### src/rtl/coffee_sequencer.sv
// Coffee vending controller: collects credit, checks price through an external
// registered comparator, brews, then returns change one unit per cycle.
module coffee_sequencer #(
    parameter int BREW_CYCLES    = 16,
    parameter int TIMEOUT_CYCLES = 255
) (
    input  logic       clk,
    input  logic       rst,
    input  logic       coin_valid,
    input  logic [3:0] coin_val,
    input  logic       sel_valid,
    input  logic [2:0] sel,
    input  logic       cancel,
    input  logic       cmp_ok,
    input  logic [3:0] cmp_cambio,
    output logic [3:0] dinero,
    output logic [2:0] c_type,
    output logic       coin_reject,
    output logic       brew_on,
    output logic       change_pulse,
    output logic       done,
    output logic       busy,
    output logic [3:0] credit
);

    localparam int BW = $clog2(BREW_CYCLES + 1);
    localparam int TW = $clog2(TIMEOUT_CYCLES + 1);

    typedef enum logic [2:0] {
        S_IDLE,
        S_COLLECT,
        S_CHECK,
        S_BREW,
        S_CHANGE
    } state_t;

    state_t          r_state,    w_state_nxt;
    logic [3:0]      r_credit,   w_credit_nxt;
    logic [3:0]      r_dinero,   w_dinero_nxt;
    logic [2:0]      r_ctype,    w_ctype_nxt;
    logic [3:0]      r_pending,  w_pending_nxt;
    logic [BW-1:0]   r_brew_cnt, w_brew_cnt_nxt;
    logic [TW-1:0]   r_to_cnt,   w_to_cnt_nxt;
    logic            r_chk,      w_chk_nxt;
    logic            r_reject,   w_reject_nxt;

    logic [4:0]      w_sum;
    logic            w_sel_ok;

    assign w_sum    = {1'b0, r_credit} + {1'b0, coin_val};
    assign w_sel_ok = sel_valid && (sel >= 3'd1) && (sel <= 3'd4);

    always_ff @(posedge clk) begin
        if (rst) begin
            r_state    <= S_IDLE;
            r_credit   <= '0;
            r_dinero   <= '0;
            r_ctype    <= '0;
            r_pending  <= '0;
            r_brew_cnt <= '0;
            r_to_cnt   <= '0;
            r_chk      <= 1'b0;
            r_reject   <= 1'b0;
        end else begin
            r_state    <= w_state_nxt;
            r_credit   <= w_credit_nxt;
            r_dinero   <= w_dinero_nxt;
            r_ctype    <= w_ctype_nxt;
            r_pending  <= w_pending_nxt;
            r_brew_cnt <= w_brew_cnt_nxt;
            r_to_cnt   <= w_to_cnt_nxt;
            r_chk      <= w_chk_nxt;
            r_reject   <= w_reject_nxt;
        end
    end

    always_comb begin
        w_state_nxt    = r_state;
        w_credit_nxt   = r_credit;
        w_dinero_nxt   = r_dinero;
        w_ctype_nxt    = r_ctype;
        w_pending_nxt  = r_pending;
        w_brew_cnt_nxt = r_brew_cnt;
        w_to_cnt_nxt   = r_to_cnt;
        w_chk_nxt      = r_chk;
        w_reject_nxt   = 1'b0;

        unique case (r_state)
            S_IDLE: begin
                if (coin_valid && (coin_val != 4'd0)) begin
                    w_credit_nxt = coin_val;
                    w_to_cnt_nxt = '0;
                    w_state_nxt  = S_COLLECT;
                end
            end
            S_COLLECT: begin
                if (cancel) begin
                    w_pending_nxt = r_credit;
                    w_state_nxt   = S_CHANGE;
                end else if (w_sel_ok) begin
                    w_ctype_nxt  = sel;
                    w_dinero_nxt = r_credit;
                    w_chk_nxt    = 1'b0;
                    w_state_nxt  = S_CHECK;
                end else if (coin_valid && !w_sum[4]) begin
                    w_credit_nxt = w_sum[3:0];
                    w_to_cnt_nxt = '0;
                end else begin
                    // An overflowing coin is refused and does not count as activity
                    w_reject_nxt = coin_valid;
                    if (r_to_cnt == TW'(TIMEOUT_CYCLES - 1)) begin
                        w_pending_nxt = r_credit;
                        w_state_nxt   = S_CHANGE;
                    end else begin
                        w_to_cnt_nxt = r_to_cnt + 1'b1;
                    end
                end
            end
            S_CHECK: begin
                w_reject_nxt = coin_valid;
                if (!r_chk) begin
                    w_chk_nxt = 1'b1;
                end else if (cmp_ok) begin
                    w_pending_nxt  = cmp_cambio;
                    w_credit_nxt   = '0;
                    w_brew_cnt_nxt = '0;
                    w_state_nxt    = S_BREW;
                end else begin
                    w_pending_nxt = r_credit;
                    w_state_nxt   = S_CHANGE;
                end
            end
            S_BREW: begin
                w_reject_nxt = coin_valid;
                if (r_brew_cnt == BW'(BREW_CYCLES - 1)) begin
                    w_state_nxt = S_CHANGE;
                end else begin
                    w_brew_cnt_nxt = r_brew_cnt + 1'b1;
                end
            end
            S_CHANGE: begin
                w_reject_nxt = coin_valid;
                if (r_pending != 4'd0) begin
                    w_pending_nxt = r_pending - 4'd1;
                end else begin
                    w_credit_nxt = '0;
                    w_dinero_nxt = '0;
                    w_ctype_nxt  = '0;
                    w_state_nxt  = S_IDLE;
                end
            end
            default: begin
                w_state_nxt = S_IDLE;
            end
        endcase
    end

    assign dinero       = r_dinero;
    assign c_type       = r_ctype;
    assign credit       = r_credit;
    assign coin_reject  = r_reject;
    assign brew_on      = (r_state == S_BREW);
    assign change_pulse = (r_state == S_CHANGE) && (r_pending != 4'd0);
    assign done         = (r_state == S_CHANGE) && (r_pending == 4'd0);
    assign busy         = (r_state != S_IDLE) && (r_state != S_COLLECT);

endmodule

### config.mk
export PLATFORM = sky130hd
export DESIGN_NAME = coffee_sequencer
export DESIGN_NICKNAME = d
export VERILOG_FILES = /design/src/rtl/coffee_sequencer.sv
export SDC_FILE = /design/constraint.sdc
export NUM_CORES = 1
export LEC_CHECK = 0
export ABC_AREA = 1
export CORE_ASPECT_RATIO = 2
export CORE_MARGIN = 5
export CORE_UTILIZATION = 45
export CTS_CLUSTER_SIZE = 30
export DETAILED_ROUTE_END_ITERATION = 10
export HOLD_SLACK_MARGIN = 0.15
export MAX_ROUTING_LAYER = met4
export PLACE_DENSITY_LB_ADDON = 0.2
export SLEW_MARGIN = 20
export SYNTH_ARGS = -nofsm -noshare
export SYNTH_HDL_FRONTEND = slang
export SYNTH_SLANG_ARGS = --single-unit
### constraint.sdc
create_clock -name clk -period 2.3 [get_ports clk]
set_clock_uncertainty 0.1 [all_clocks]
set_input_delay 0.46 -clock clk [delete_from_list [all_inputs] [get_ports clk]]
set_output_delay 0.46 -clock clk [all_outputs]
set_load 0.02 [all_outputs]
==> metrics.md <==
| Metric | Value |
|---|---|
| Synth Area in Compound Gates | between 10% and 20% |
| Slew @ Worst Pin | just under 0.5 ns |
| Status | finished, final reports clean |
| Unrepaired setup endpoints after global routing | no |
| Nets | approximately 440 |
| Placement Cell Area | 0.00284 mm^2 |
| Setup-failing EPs final | 0 |
| Most frequent cell after synthesis | nand2_1 |
| Post-synth top area share | roughly 28% |
| Most used DFF post-synth | dfxtp_1 |
| Slew Limit Fails | 0 |
| Final setup TNS | 0 ns |
| Port bufs | 32 |
| Largest family of logic cells by synthesized area | simple AND/OR/NAND/NOR gates |
| Initial DRT Pass Iterations | 4 |
| Place WS | -0.396 ns |
| Largest net degree at the start of global routing | 18 |
| Final instance area | slightly below 0.003 mm^2 |
| Clk sinks | 33 |
| Seq cells post-synth | 33 |
| Core footprint | between 0.005 and 0.006 mm^2 |
| Post-Route WL | between 6000 and 7000 um |
| Starting density of the core | a little under half |
| Clock slew seen by the registers of the worst setup and hold paths | ~0.070 ns |
| Leakage | 1.33 nW |
| Adder-cell area share of the yosys netlist | under 10% |
| Tot Pwr | roughly 0.0031 W |
| Fin. Hold Viols | 0 |
| Post-Synth Simple-Gate Area | about 43% |
| Gpl congestion | just over 0.9 |
| Number of library cell types mapped by synthesis | 37 |
| Die ar. | between 0.006 and 0.007 mm^2 |
| FMAX | 456 MHz |
| Critical path class | in2reg |
| Tot GR Track Use | between 20% and 30% |
| Max Cap Violations | 0 |
| Clk_lat worst skew | between 0.2 and 0.3 ns |
| H-Tree Depth | 2 |
| Diode count | 0 |
| Clock Path Buffers | 2 |
| PwrDens | 1030 mW/mm^2 |
| Dominant cell type by area after synthesis | dfxtp_1 |
| Final worst slack | ~0.11 ns |
| Main area contributors after synthesis | dfxtp_1 (28%), nand2_1 (12%), nor2_1 (8.8%) |
| CTS tree | built |
| Final worst-path cycle share | between 90% and 100% |
| Synth top cells by count | nand2_1 (77), nor2_1 (55), nand3_1 (39), inv_1 (35), dfxtp_1 (33) |
| Post-Synthesis Cells | roughly 360 |
| CTS root buffer | clkbuf_8 |
| Vias per cell | 5.23 |
| Ports | 33 |
| Worst Hold Class | reg2reg |
| Global route total overflow | 0 |
| CTS Buf Count | 5 |
| Antenna Nets Post-Route | 0 |
| Syn_area_per_cell | 6.57 um^2 |
| Synth Area in XOR/XNOR | 1.11% |
| Post-synth EDFFs | 0 |
| Critical Path RT | about 2.4 ns |
| CP endpoint kind | flop |
| Number of remaining DRC errors | 0 |
| Die Width | roughly 61 um |
| First-pass GRT wire length | 10,800 um |
| Vias in the first global route | 2,430 |
| Post-Syn Area | around 0.0024 mm^2 |
| Worst vdd ir | 0.000660 V |
| Initial antenna violation count | 0 |
| Ys async rst share | 0% |
| Seq/Total Area, Yosys | roughly 28% |
| Layout cells sized above 1 | between 10% and 20% |
| Via count | around 2.4k |
| Startpoint Class | input port |
| Drt initial violations | ~100 |
| Critical path data arrival time | around 2.3 ns |
| Fin util | between 50% and 60% |
| Die Y | between 100 and 150 um |
| FP Rows | 37 |
| Crit-path max FO | 4 |
| Slew headroom | 66.9% |
| Hpwl dp | between 5000 and 6000 um |
| WL per Instance | 13.8 um |
| Post-synthesis mux area share | 0% |
| Net Count, Synth | slightly below 400 |
| Final Critical Period | approximately 2.2 ns |
| Yosys Warn Count | 0 |
| Area grow syn2layout | 26.5% |
==> area by class of cell <==
| cell class | count | area, um^2 |
|---|---|---|
| repair buffers | 50 | 470 |
| clock buffers | 7 | 86.3 |
| well taps | 58 | 72.6 |
| fillers | 500 | 2160 |
| multi-input cells | 273 | 1510 |
| flip-flops and latches | 33 | 662 |
| inverters | 47 | 181 |
==> layer usage <==
layer	wire, um	track usage (%)	vias up	part of all wire [%]
li1	-	-	1265	-
met1	2410	21.6	1105	37
met3	241	3.68	22	3.7
met4	226	11.6	0	3.5
met5	0	-	-	0
met2	3570	35.4	55	55
==> final timing paths <==
check / startpoint / to / slack [ns] / cells after the start
setup reg to reg: credit[0] / r_to_cnt[6] / 0.35 / 11
setup / recovery: coin_val[3] / r_state[2] / 0.11 / 10
hold reg to reg: c_type[0] / c_type[0] / 0.36 / 2
hold / removal: c_type[0] / c_type[0] / 0.36 / 2
==> metrics by stage <==
stage	hold WS (ns)	std cells
final	0.361	468
after floorplan	0.339	359
after global placement	0.350	460
after CTS	0.361	468
after detailed placement	0.351	460
after global routing	0.382	468
==> report_power, final <==
part / leakage [nW] / switching [W] / internal [W]
clock: 0.0443 / 0.000214 / 0.000237
combinational: 1.01 / 0.00116 / 0.000708
sequential: 0.269 / 0.0000785 / 0.000669
==> state kept, by name, summed over array words and instances, names as in the netlist <==
register     cells
dinero           4
c_type           3
r_state          3
r_chk            1
r_pending        4
r_to_cnt         8
credit           4
r_brew_cnt       5
coin_reject      1
==> layout by cell type (no fill, tap or decap), types with 9 or more instances in the layout <==
cell | Yosys | final
inv_1 | 35 | 35
ha_1 | 10 | 9
inv_2 | 10 | 10
nand4_1 | 9 | 9
buf_4 | 1 | 16
a21oi_1 | 27 | 27
dfxtp_1 | 33 | 32
nand3_1 | 39 | 38
nor2_1 | 55 | 55
nand2_1 | 77 | 74
clkdlybuf4s50_1 | 0 | 28
==> cells by family after synthesis <==
group,Yosys count
AO/OA/AOI/OAI,52
flip-flops,33
adder cells (fa/ha/maj),11
XOR/XNOR,3
AND/OR/NAND/NOR,207
buffers and inverters,53
==> repair_timing <==
action / 4_1_cts / 5_1_grt
resized for setup: 8 / 6
buffers inserted: 1 / 0
setup endpoints to repair: 20 / 20
hold buffers: 0 / 0
pin swaps: 2 / 1
==> critical path, cell delays in order <==
cell and delay, ns:
clkdlybuf4s50_1 0.46, ha_1 0.35, a21oi_1 0.31, nand3_4 0.17, nand2_2 0.14, nand3_2 0.08, nand2_1 0.13, inv_2 0.05
nor2_1 0.08, nor2_1 0.05
(Power assumes the default switching activity.)
